==> config.mk <==
export PLATFORM = sky130hd
export DESIGN_NAME = seq_detector_param_flat
export DESIGN_NICKNAME = d
export VERILOG_FILES = /design/src/rtl/seq_det_pkg.sv /design/src/rtl/seq_detector_param_if.sv /design/src/rtl/sat_counter.sv /design/src/rtl/seq_detector_param.sv /design/src/flat_wrapper.sv
export SDC_FILE = /design/constraint.sdc
export NUM_CORES = 1
export LEC_CHECK = 0
export CAP_MARGIN = 15
export CORE_MARGIN = 3
export CORE_UTILIZATION = 55
export CTS_BUF_LIST = sky130_fd_sc_hd__clkbuf_4
export DETAILED_ROUTE_END_ITERATION = 6
export DONT_BUFFER_PORTS = 1
export MAX_ROUTING_LAYER = met4
export PLACE_DENSITY_LB_ADDON = 0.3
export SETUP_SLACK_MARGIN = 0.4
export SLEW_MARGIN = 40
export SYNTH_ARGS = -nofsm -noshare
export SYNTH_HDL_FRONTEND = slang
export SYNTH_SLANG_ARGS = --single-unit
==> constraint.sdc <==
create_clock -name clk -period 2.8 [get_ports clk]
set_input_delay 0.14 -clock clk [delete_from_list [all_inputs] [get_ports clk]]
set_output_delay 0.14 -clock clk [all_outputs]
set_load 0.05 [all_outputs]
==> src/rtl/seq_det_pkg.sv <==
// seq_det_pkg: shared types, defaults and helper functions for seq_detector_param
package seq_det_pkg;
   typedef enum logic {ST_FILL, ST_ARMED} state_t;
   localparam logic [3:0] DEFAULT_PAT = 4'b1101;
   function automatic int clamp_len(int l, int pw);
      return (l < 1 || l > pw) ? pw : l;
   endfunction
   // Only the low len bits take part; anything above is stale or unused history.
   function automatic logic masked_eq(logic [31:0] h, logic [31:0] p, int len);
      logic [31:0] mask;
      mask = (len >= 32) ? '1 : ((32'd1 << len) - 32'd1);
      return ((h ^ p) & mask) == '0;
   endfunction
endpackage

==> src/rtl/seq_detector_param_if.sv <==
// seq_detector_param_if: config, serial stream and status bundle for one detector channel
interface seq_detector_param_if #(parameter int PAT_W = 4, parameter int CNT_W = 8);
   localparam int LW = $clog2(PAT_W + 1);
   logic             cfg_load;
   logic [PAT_W-1:0] cfg_pattern;
   logic [LW-1:0]    cfg_len;
   logic             cfg_overlap;
   logic             in_valid;
   logic             in_bit;
   logic             count_clr;
   logic             match;
   logic [CNT_W-1:0] match_count;
   logic             armed;
   modport master (output cfg_load, cfg_pattern, cfg_len, cfg_overlap, in_valid, in_bit, count_clr,
                   input match, match_count, armed);
   modport slave  (input cfg_load, cfg_pattern, cfg_len, cfg_overlap, in_valid, in_bit, count_clr,
                   output match, match_count, armed);
endinterface

==> src/rtl/sat_counter.sv <==
// sat_counter: saturating up-counter with synchronous clear that can absorb a same-cycle increment
module sat_counter #(parameter int W = 8) (
   input  logic         clk,
   input  logic         rst_n,
   input  logic         inc,
   input  logic         clr,
   output logic [W-1:0] q
);
   always_ff @(posedge clk or negedge rst_n)
      if (!rst_n) q <= '0;
      else q <= clr ? W'(inc) : (inc && !(&q)) ? q + W'(1) : q;
endmodule

==> src/rtl/seq_detector_param.sv <==
// seq_detector_param: runtime-configurable serial pattern detector with match pulse and saturating count
module seq_detector_param import seq_det_pkg::*; #(
   parameter int               PAT_W   = 4,
   parameter int               CNT_W   = 8,
   parameter logic [PAT_W-1:0] RST_PAT = PAT_W'(DEFAULT_PAT)
) (
   input logic                 clk,
   input logic                 rst_n,
   seq_detector_param_if.slave bus
);
   localparam int LW = $clog2(PAT_W + 1);
   logic [PAT_W-1:0] pattern, hist, hist_nx;
   logic [LW-1:0]    len, fill, fill_nx;
   logic             overlap, acc, hit, match_r;
   state_t           state;
   assign acc     = bus.in_valid & ~bus.cfg_load;
   assign hist_nx = PAT_W'({hist, bus.in_bit});
   assign fill_nx = (fill < len) ? fill + LW'(1) : fill;
   assign hit     = acc && fill_nx == len && masked_eq(32'(hist_nx), 32'(pattern), int'(len));
   always_ff @(posedge clk or negedge rst_n) begin
      if (!rst_n) begin
         pattern <= RST_PAT;
         len     <= LW'(PAT_W);
         overlap <= 1'b1;
         hist    <= '0;
         fill    <= '0;
         state   <= ST_FILL;
         match_r <= 1'b0;
      end else if (bus.cfg_load) begin
         pattern <= bus.cfg_pattern;
         len     <= LW'(clamp_len(int'(bus.cfg_len), PAT_W));
         overlap <= bus.cfg_overlap;
         hist    <= '0;
         fill    <= '0;
         state   <= ST_FILL;
         match_r <= 1'b0;
      end else begin
         match_r <= hit;
         // A non-overlapping hit consumes its bits, so refilling starts from scratch.
         if (acc && hit && !overlap) begin
            hist  <= '0;
            fill  <= '0;
            state <= ST_FILL;
         end else if (acc) begin
            hist  <= hist_nx;
            fill  <= fill_nx;
            state <= (fill_nx == len) ? ST_ARMED : ST_FILL;
         end
      end
   end
   assign bus.match = match_r;
   assign bus.armed = (state == ST_ARMED);
   sat_counter #(.W(CNT_W)) u_cnt (
      .clk  (clk),
      .rst_n(rst_n),
      .inc  (hit),
      .clr  (bus.count_clr),
      .q    (bus.match_count)
   );
endmodule

==> src/flat_wrapper.sv <==
// flat-port wrapper written by rule: the top's interface ports become plain ports
module seq_detector_param_flat import seq_det_pkg::*;
#(
   parameter int               PAT_W   = 4,
   parameter int               CNT_W   = 8,
   parameter logic [PAT_W-1:0] RST_PAT = PAT_W'(DEFAULT_PAT)
)
  (clk, rst_n, bus_cfg_load, bus_cfg_pattern, bus_cfg_len, bus_cfg_overlap, bus_in_valid, bus_in_bit, bus_count_clr, bus_match, bus_match_count, bus_armed);
  seq_detector_param_if #(.PAT_W(PAT_W), .CNT_W(CNT_W)) bus_i ();
  input logic clk;
  input logic rst_n;
  input wire logic [$bits(bus_i.cfg_load)-1:0] bus_cfg_load;
  input wire logic [$bits(bus_i.cfg_pattern)-1:0] bus_cfg_pattern;
  input wire logic [$bits(bus_i.cfg_len)-1:0] bus_cfg_len;
  input wire logic [$bits(bus_i.cfg_overlap)-1:0] bus_cfg_overlap;
  input wire logic [$bits(bus_i.in_valid)-1:0] bus_in_valid;
  input wire logic [$bits(bus_i.in_bit)-1:0] bus_in_bit;
  input wire logic [$bits(bus_i.count_clr)-1:0] bus_count_clr;
  output wire logic [$bits(bus_i.match)-1:0] bus_match;
  output wire logic [$bits(bus_i.match_count)-1:0] bus_match_count;
  output wire logic [$bits(bus_i.armed)-1:0] bus_armed;
  assign bus_i.cfg_load = bus_cfg_load;
  assign bus_i.cfg_pattern = bus_cfg_pattern;
  assign bus_i.cfg_len = bus_cfg_len;
  assign bus_i.cfg_overlap = bus_cfg_overlap;
  assign bus_i.in_valid = bus_in_valid;
  assign bus_i.in_bit = bus_in_bit;
  assign bus_i.count_clr = bus_count_clr;
  assign bus_match = bus_i.match;
  assign bus_match_count = bus_i.match_count;
  assign bus_armed = bus_i.armed;
  seq_detector_param #(.PAT_W(PAT_W), .CNT_W(CNT_W), .RST_PAT(RST_PAT)) u_core (.clk(clk), .rst_n(rst_n), .bus(bus_i));
endmodule
Yosys cells after proc, flatten, opt, wreduce, memory -nomap -nowiden

Cells that the tools add are included.

Bits of input ports: 14
Register bits: 24
Word-level logic and storage cells: 47
Output and inout bits: 10

Eq/ne operators: 1
Multiplexer cells: 15
Reduce and logical (&&, ||, !) cells: 12
Order comparisons: 3
Shift operators: 1
$add $sub $neg: 3
Bitwise logic cells: 4

Operator list:

| kind                                                                          | count |
|---|---|
| 32-bit AND                                                                    | 1 |
| 32-bit zero test                                                              | 1 |
| 1-bit by 3-bit << shifter with 32-bit output (first input constant)           | 1 |
| 32-bit by 1-bit subtractor with 32-bit output (second input constant)         | 1 |
| 3-bit two-way mux                                                             | 8 |
| 8-bit two-way mux                                                             | 2 |
| 8-bit by 1-bit adder with 8-bit output (second input constant)                | 1 |
| 8-bit AND reduction                                                           | 1 |
| 1-bit logical AND                                                             | 5 |
| 1-bit two-way mux                                                             | 5 |
| 4-bit XOR                                                                     | 1 |
| 3-bit by 1-bit adder with 3-bit output (second input constant)                | 1 |
| 3-bit equality test                                                           | 1 |
| 3-bit > comparator (second input constant)                                    | 1 |
| 3-bit by 1-bit less-than comparator with 1-bit output (second input constant) | 1 |
| 3-bit less-than comparator                                                    | 1 |
| 3-bit nonzero test                                                            | 1 |
| 1-bit zero test                                                               | 2 |
| 2-bit nonzero test                                                            | 1 |
| 1-bit AND                                                                     | 1 |
| 1-bit logical OR                                                              | 1 |
| 1-bit NOT                                                                     | 1 |

Depth between registers and ports, before layout

Gate-level depths: netlist of run 1.

Depth after elaboration: 9
Gate-level depth with buffers: 10
Depth with buffers taken out: 9

Cells and area by module

Synthesis of run 1 repeated with hierarchy kept, for this count alone.

Cells, all modules: 149
Area, all modules: 1502.7 µm²

By module, submodules not included:

| module             | times used | cells an instance | area each (µm²) | sequential area each (µm²) |
|---|---|---|---|---|
| seq_detector_param | 1          | 98                | 1017.2          | 406.6 |
| sat_counter        | 1          | 51                | 485.5           | 200.2 |

Worst setup path before layout of run 1

Ideal clock, no wire load.

Path type: reg-to-reg
From: register u_core.len[2]
To: register u_core.u_cnt.q[7]
Library setup time: 0.078 ns
Buffers on the path: 1
Arrival time: 2.919 ns
Required time: 2.722 ns
Cell stages (with the launch flop): 10
Setup slack: -0.197 ns
Clock period less this slack: 2.997 ns
Path through: dfstp_2 inv_1 ha_1 a21oi_1 o21ai_2 or4_1 a2111o_1 buf_6 or4_1 a21oi_1

Longest elaborated chain between the ends: 7
Elaborated cells on any way between the ends: 11
Classes of those cells: 1 x add/sub; 1 x order compare; 1 x eq/ne; 1 x shift; 1 x mux; 1 x bitwise; 5 x reduce/logical

Ends and longest elaborated chain:

| element                                                                                           | RTL line                                    | source |
|---|---|---|
| start: declaration                                                                                | seq_detector_param.sv:13                    | `logic [LW-1:0] len, fill, fill_nx;` |
| start signal: assignment                                                                          | seq_detector_param.sv:23                    | `len <= LW'(PAT_W);` |
| start signal: assignment                                                                          | seq_detector_param.sv:31                    | `len <= LW'(clamp_len(int'(bus.cfg_len), PAT_W));` |
| 1-bit by 3-bit << shifter with 32-bit output / 3-bit less-than comparator (equally long branches) | seq_det_pkg.sv:11, seq_detector_param.sv:18 |  |
| 32-bit by 1-bit subtractor with 32-bit output / 3-bit two-way mux (equally long branches)         | seq_det_pkg.sv:11, seq_detector_param.sv:18 |  |
| 32-bit AND / 3-bit equality test (equally long branches)                                          | seq_det_pkg.sv:12, seq_detector_param.sv:19 |  |
| 32-bit zero test / 1-bit logical AND (equally long branches)                                      | seq_det_pkg.sv:12, seq_detector_param.sv:19 |  |
| 1-bit logical AND (*)                                                                             | seq_detector_param.sv:19                    | `assign hit = acc && fill_nx == len && masked_eq(32'(hist_nx), 32'(pattern), int'(len));` |
| 1-bit logical AND (*)                                                                             | sat_counter.sv:11                           | `else q <= clr ? W'(inc) : (inc && !(&q)) ? q + W'(1) : q;` |
| 2-bit nonzero test (no source line) (*)                                                           | --                                          |  |
| end signal: assignment                                                                            | sat_counter.sv:11                           |  |
| end: declaration                                                                                  | sat_counter.sv:7                            | `output logic [W-1:0] q` |

Mark *: on every way between the ends. The rest lies on a longest branch, timed or not.
A chain may end at the register's enable or synchronous reset.

Worst setup path in the final report of run 1

Same ends and word-level chain as after synthesis.

==> flow_summary.json, run 1 <==
{
  "avgSynthCellArea_um2": 9.70,
  "syn_to_final_growth_pct": 43.0,
  "maxCapViolCount": 0,
  "die_area_um2": 3260,
  "hold_class": "input pin to flop",
  "clockPowerShare_pct": 17.0,
  "layout_common_cells": "buf_4 (27), dfrtp_1 (19), dlygate4sd3_1 (10)",
  "grt_use_total_pct": 28.1,
  "initial_core_util_pct": 61.3,
  "drt_iter0_drc": 148,
  "synth_mux_area_share_pct": 4.62,
  "status": "finished with violations",
  "fin_nets": 214,
  "place_area_um2": 1580,
  "antenna_found_initial": 0,
  "rsz0062_at_grt": "true",
  "ys.flop_type": "dfrtp_1",
  "synth_compound_area_share_pct": 21.0,
  "whs_path_depth": 1,
  "grt_pass1_wl_um": 7050,
  "gr-total-overflow": 0,
  "die_y_um": 57.1,
  "root_buffer": "clkbuf_4",
  "crit_required_ps": 3020,
  "ys_types": 44,
  "clock-sinks": 24,
  "synthCells": 148,
  "synth_area_um2": 1440,
  "fmax_mhz": 340,
  "hpwl_um": 2520,
  "endpoint_kind": "flop",
  "netSwitchingPower_mw": 0.374,
  "synth.net_count": 167,
  "critical_path_class": "flop to flop",
  "yosys.area_share.adder_pct": 4.36,
  "core_area_um2": 2340,
  "drive_gt1_share_pct": 42.3,
  "start_kind": "flop",
  "setup_violations": 6,
  "pin_count": 24,
  "finalCritPeriodShare_pct": 105,
  "io_buffers": 0,
  "fin_skew_ps": 2.14,
  "async_flop_share_pct": 100,
  "finalInstanceArea_um2": 2050,
  "critPathMaxFanout": 3,
  "htree_num_levels": 1,
  "clk_path_buf_depth": 2,
  "setup_slack_ps": -137,
  "p_sw_share_pct": 36.6,
  "comb_power_share_pct": 43.1,
  "antenna_cells": 0,
  "grt_pass1_vias": 1506,
  "drtPass1Iterations": 4,
  "synth_edf_count": 0,
  "finalHoldViolCount": 6,
  "leakage_nw": 0.860,
  "power_mw": 1.02,
  "fp.dieW_um": 57.1,
  "seqPwrFrac_pct": 39.9,
  "wire_per_inst_um": 22.6,
  "grt_max_degree": 25,
  "cp.arrival_ps": 3160,
  "ys_ff_latch": 24,
  "violations": "negative hold slack, negative setup slack",
  "layout_commonest_cell": "buf_4",
  "synth-simple-area-share_pct": 19.0,
  "timing.hold.ws_ps": -147,
  "powerDensity_nw_per_um2": 499,
  "cts_buffers": 3,
  "viasPerCell": 7.02,
  "fin_tns_setup_ps": -711,
  "cts_tree": "yes",
  "intPower_mw": 0.649,
  "worstSkewPairLatency_ps": 320,
  "ys_seq_area_share_pct": 42.3,
  "worst_pin_slew_ps": 690,
  "synth_warnings": 0,
  "vdd_drop_max_uv": 408,
  "vias": 1558,
  "drt_wl_total_um": 5020,
  "synth-xor-area-share_pct": 4.27,
  "ant_nets": 0,
  "rows": 17,
  "route.detailed.drc": 0,
  "slew_viol_final": 0,
  "place_congestion": 0.865,
  "period_needed_ps": 2940,
  "reg2reg_depth": 10,
  "clk_pin_slew_ps": 140,
  "relSlewSlack_pct": 54.0,
  "synth_top_family_by_area": "compound AO/OA/AOI/OAI gates"
}
==> path summary, 6_finish.rpt <==
check                                    start  slack, ps                end
worst max-delay path             u_core.len[2]       -140  u_core.u_cnt.q[7]
worst min-delay path             bus_count_clr       -150  u_core.u_cnt.q[7]
worst max register to register   u_core.len[2]       -140  u_core.u_cnt.q[7]
worst min register to register  u_core.hist[2]        550     u_core.hist[2]
max in group asynchronous                rst_n       2060  u_core.pattern[3]
min in group asynchronous                rst_n        370  u_core.u_cnt.q[3]
==> flip-flops by register name (all words and copies together) (netlist names) <==
name / flops
u_core.bus.match: 1
u_core.fill: 3
u_core.len: 3
u_core.u_cnt.q: 8
u_core.overlap: 1
u_core.bus.armed: 1
u_core.pattern: 4
u_core.hist: 3
==> synthesized netlist by cell type (all sizes together), types with 2 or more instances <==
cell type / count / area share, %
ha: 5 / 4.4
nor2b: 2 / 0.87
dfstp: 5 / 9.2
a32o: 5 / 3.5
and2: 2 / 0.87
clkbuf: 4 / 1.0
xor2: 4 / 2.4
nand3: 3 / 1.0
nor2: 9 / 2.4
nor3: 4 / 1.4
dfrtp: 19 / 33
mux2: 5 / 3.9
o31ai: 6 / 3.1
nor3b: 2 / 1.0
nand3b: 2 / 1.0
or4: 7 / 3.7
and3: 3 / 1.3
a21oi: 7 / 2.4
xnor2: 3 / 1.8
o21ai: 10 / 3.7
o21a: 3 / 1.6
nand2: 8 / 2.1
inv: 10 / 2.6
==> final cells by class <==
cell class                      count  area (um2)
Tap cell                           28        35.0
Timing Repair Buffer               47         403
Clock buffer                        4        30.0
Multi-Input combinational cell    109         940
Sequential cell                    24         607
Inverter                           10        37.5
Fill cell                          98         288
==> metrics by stage <==
| step | utilization (%) | hold WS [ps] | worst slack, ps | cells |
|---|---|---|---|---|
| detailed placement | 67.6 | -155 | -12.8 | 187 |
| CTS | 79.8 | -140 | 14.8 | 213 |
| global route | 87.7 | -149 | -215 | 222 |
| finish | 87.7 | -147 | -137 | 222 |
| floorplan | - | -156 | 28.2 | 148 |
| global placement | 67.6 | -155 | -17.4 | 187 |
==> metal layers <==
metal  global-route usage, %  up-vias  wire length, um
met5                       -        -                0
met4                    11.3        0              176
met3                    5.20       30              529
met2                    43.9      124             2380
met1                    36.1      755             1940
li1                        -      649                -
==> critical path, stage by stage, from the launching register on <==
cell and delay (ps):
dfstp_2 580, inv_2 50, ha_4 230, a21oi_2 170, o21ai_2 80, or4_4 540, a2111o_1 500, buf_4 180
buf_4 150, o31ai_4 270, a21oi_2 80
==> cell families (layout without fill, tap and decap cells) <==
kind of cell,count (synthesis),after routing
flops,24,24
fa+ha+maj,5,5
mux,6,6
xor+xnor,7,7
compound gates,42,42
buf+inv,15,61
simple gates,49,49
==> power groups by stage <==
| stage | combinational [mW] | clock (mW) | sequential, mW |
|---|---|---|---|
| after floorplan | 0.157 | 0 | 0.413 |
| after global placement | 0.217 | 0 | 0.410 |
| after detailed placement | 0.233 | 0 | 0.411 |
| after CTS | 0.316 | 0.170 | 0.405 |
| after global routing | 0.460 | 0.180 | 0.410 |
| final | 0.441 | 0.174 | 0.408 |
==> what timing repair did <==
item                                    in CTS  in global routing
hold buffers                                10                  1
hold endpoints to repair                    40                 25
endpoints found under the setup margin      15                 16
setup buffers                               12                  7
pin swaps                                   14                 10
gates resized for setup                     15                 28
gates cloned                                 0                  1
Power figures use the tool's default switching activity.
==> inputs of run 2 (changes only) <==
--- a/config.mk
+++ b/config.mk
@@ -6,7 +6,6 @@
 export NUM_CORES = 1
 export LEC_CHECK = 0
 export CAP_MARGIN = 15
-export CORE_MARGIN = 3
 export CORE_UTILIZATION = 55
 export CTS_BUF_LIST = sky130_fd_sc_hd__clkbuf_4
 export DETAILED_ROUTE_END_ITERATION = 6
==> flow_summary.json, run 2 (synthesis results as in run 1) <==
{
  "start_kind": "flop",
  "relSlewSlack_pct": 60.8,
  "core_area_um2": 2480,
  "antenna_found_initial": 0,
  "layout_common_cells": "buf_4 (23), dfrtp_1 (19), dlygate4sd3_1 (13)",
  "crit_required_ps": 3080,
  "io_buffers": 0,
  "finalInstanceArea_um2": 1920,
  "antenna_cells": 0,
  "comb_power_share_pct": 36.3,
  "gr-total-overflow": 0,
  "clock-sinks": 24,
  "status": "finished with violations",
  "seqPwrFrac_pct": 45.1,
  "hpwl_um": 2330,
  "maxCapViolCount": 0,
  "drt_wl_total_um": 3870,
  "place_inst": 188,
  "register_area_um2": 607,
  "cts_tree": "yes",
  "setup_slack_ps": -66.5,
  "fp.dieW_um": 53.1,
  "clk_pin_slew_ps": 140,
  "leakage_nw": 0.799,
  "endpoint_kind": "flop",
  "clockPowerShare_pct": 18.6,
  "fill_cells": 161,
  "timing.hold.ws_ps": -164,
  "worstSkewPairLatency_ps": 330,
  "largest_registers": "u_core.u_cnt.q x8, u_core.pattern x4",
  "worst_pin_slew_ps": 587,
  "wire_per_inst_um": 17.9,
  "critical_path_class": "flop to flop",
  "root_buffer": "clkbuf_4",
  "p_sw_share_pct": 35.5,
  "regMostFlops": "u_core.u_cnt.q",
  "powerDensity_nw_per_um2": 469,
  "finalHoldViolCount": 7,
  "place_area_um2": 1580,
  "viasPerCell": 6.43,
  "multi_input_area_um2": 878,
  "slew_viol_final": 0,
  "drtPass1Iterations": 4,
  "syn_to_final_growth_pct": 33.8,
  "violations": "negative hold slack, negative setup slack",
  "grt_max_degree": 25,
  "fin_util_pct": 77.5,
  "vias": 1389,
  "hold_class": "input pin to flop",
  "place_congestion": 0.934,
  "drt_iter0_drc": 34,
  "rows": 18,
  "grt_use_total_pct": 30.7,
  "fin_nets": 206,
  "ant_nets": 0,
  "cts_buffers": 3,
  "fmax_mhz": 349,
  "period_needed_ps": 2870,
  "htree_num_levels": 1,
  "die_y_um": 53.1,
  "vdd_drop_max_uv": 504,
  "initial_core_util_pct": 57.9,
  "clk_path_buf_depth": 2,
  "drive_gt1_share_pct": 31.2,
  "ctsHoldBuffers": 14,
  "fin_skew_ps": 1.93,
  "cp.arrival_ps": 3140,
  "grt_pass1_vias": 1293,
  "critPathMaxFanout": 5,
  "die_area_um2": 2820,
  "pin_count": 24,
  "layout_commonest_cell": "buf_4",
  "power_mw": 0.900,
  "largest_register_ff_count": 8,
  "rsz0062_at_grt": "true",
  "grt_pass1_wl_um": 6030,
  "finalCritPeriodShare_pct": 102,
  "instances_no_fill": 216,
  "netSwitchingPower_mw": 0.319,
  "intPower_mw": 0.580,
  "route.detailed.drc": 0,
  "setup_violations": 3
}
run 2: cell types whose count changed in the layout (fill, tap and decap cells not counted), sizes merged:
cell         change
a2111o           +1
buf             -12
clkbuf           -1
clkinv           +1
dlygate4sd3      +3
run 2: power by group through the flow:
| stage | registers, mW | clock network [mW] | logic [mW] |
|---|---|---|---|
| after floorplan | 0.413 | 0 | 0.157 |
| after CTS | 0.404 | 0.165 | 0.285 |
| after global routing | 0.409 | 0.182 | 0.356 |
| final | 0.406 | 0.168 | 0.326 |
| after global placement | 0.410 | 0 | 0.217 |
| after detailed placement | 0.412 | 0 | 0.225 |
run 2: critical path: stages (launching register included):
cell and delay [ps]:
dfstp_2 580, inv_2 60, ha_4 260, a21oi_4 150
o21ai_2 80, or4_4 540, a2111o_1 510, or4_4 510
a21oi_2 120
run 2: metrics by stage:
step	setup slack (ps)	TNS [ps]
after floorplan	28.2	0
after global placement	-13.0	-44.5
after detailed placement	-82.9	-389
after CTS	20.8	0
after global routing	-166	-1330
final	-66.5	-89.8
run 2: path summary, 6_finish.rpt:
| check | from | endpoint | slack, ps | depth (start not counted) |
|---|---|---|---|---|
| worst max-delay path | u_core.len[2] | u_core.u_cnt.q[7] | -70 | 8 |
| worst min-delay path | bus_count_clr | u_core.u_cnt.q[7] | -160 | 1 |
| worst max register to register | u_core.len[2] | u_core.u_cnt.q[7] | -70 | 8 |
| worst min register to register | u_core.pattern[1] | u_core.pattern[1] | 550 | 1 |
| max in group asynchronous | rst_n | u_core.pattern[2] | 2370 | 2 |
| min in group asynchronous | rst_n | u_core.len[1] | 210 | 2 |
run 2: cell type report:
class | count | area share [%]
clock inverters | 1 | 0.195
flip-flops and latches | 24 | 31.6
inverters | 10 | 1.95
repair buffers | 38 | 17.4
multi-input cells | 110 | 45.7
well taps | 30 | 1.95
clock buffers | 3 | 1.17
run 2: what timing repair did:
action	4_1_cts	5_1_grt
setup buffers	7	2
gates cloned	1	0
hold endpoints to repair	40	6
endpoints found under the setup margin	15	16
pin swaps	9	8
resized for setup	5	13
run 2: metal layers:
layer,vias to the layer above,GRT usage (%),routed length [um]
met2,62,46.8,1830
met5,-,-,0
met4,0,7.46,104
met3,10,5.46,241
li1,635,-,-
met1,682,42.1,1690
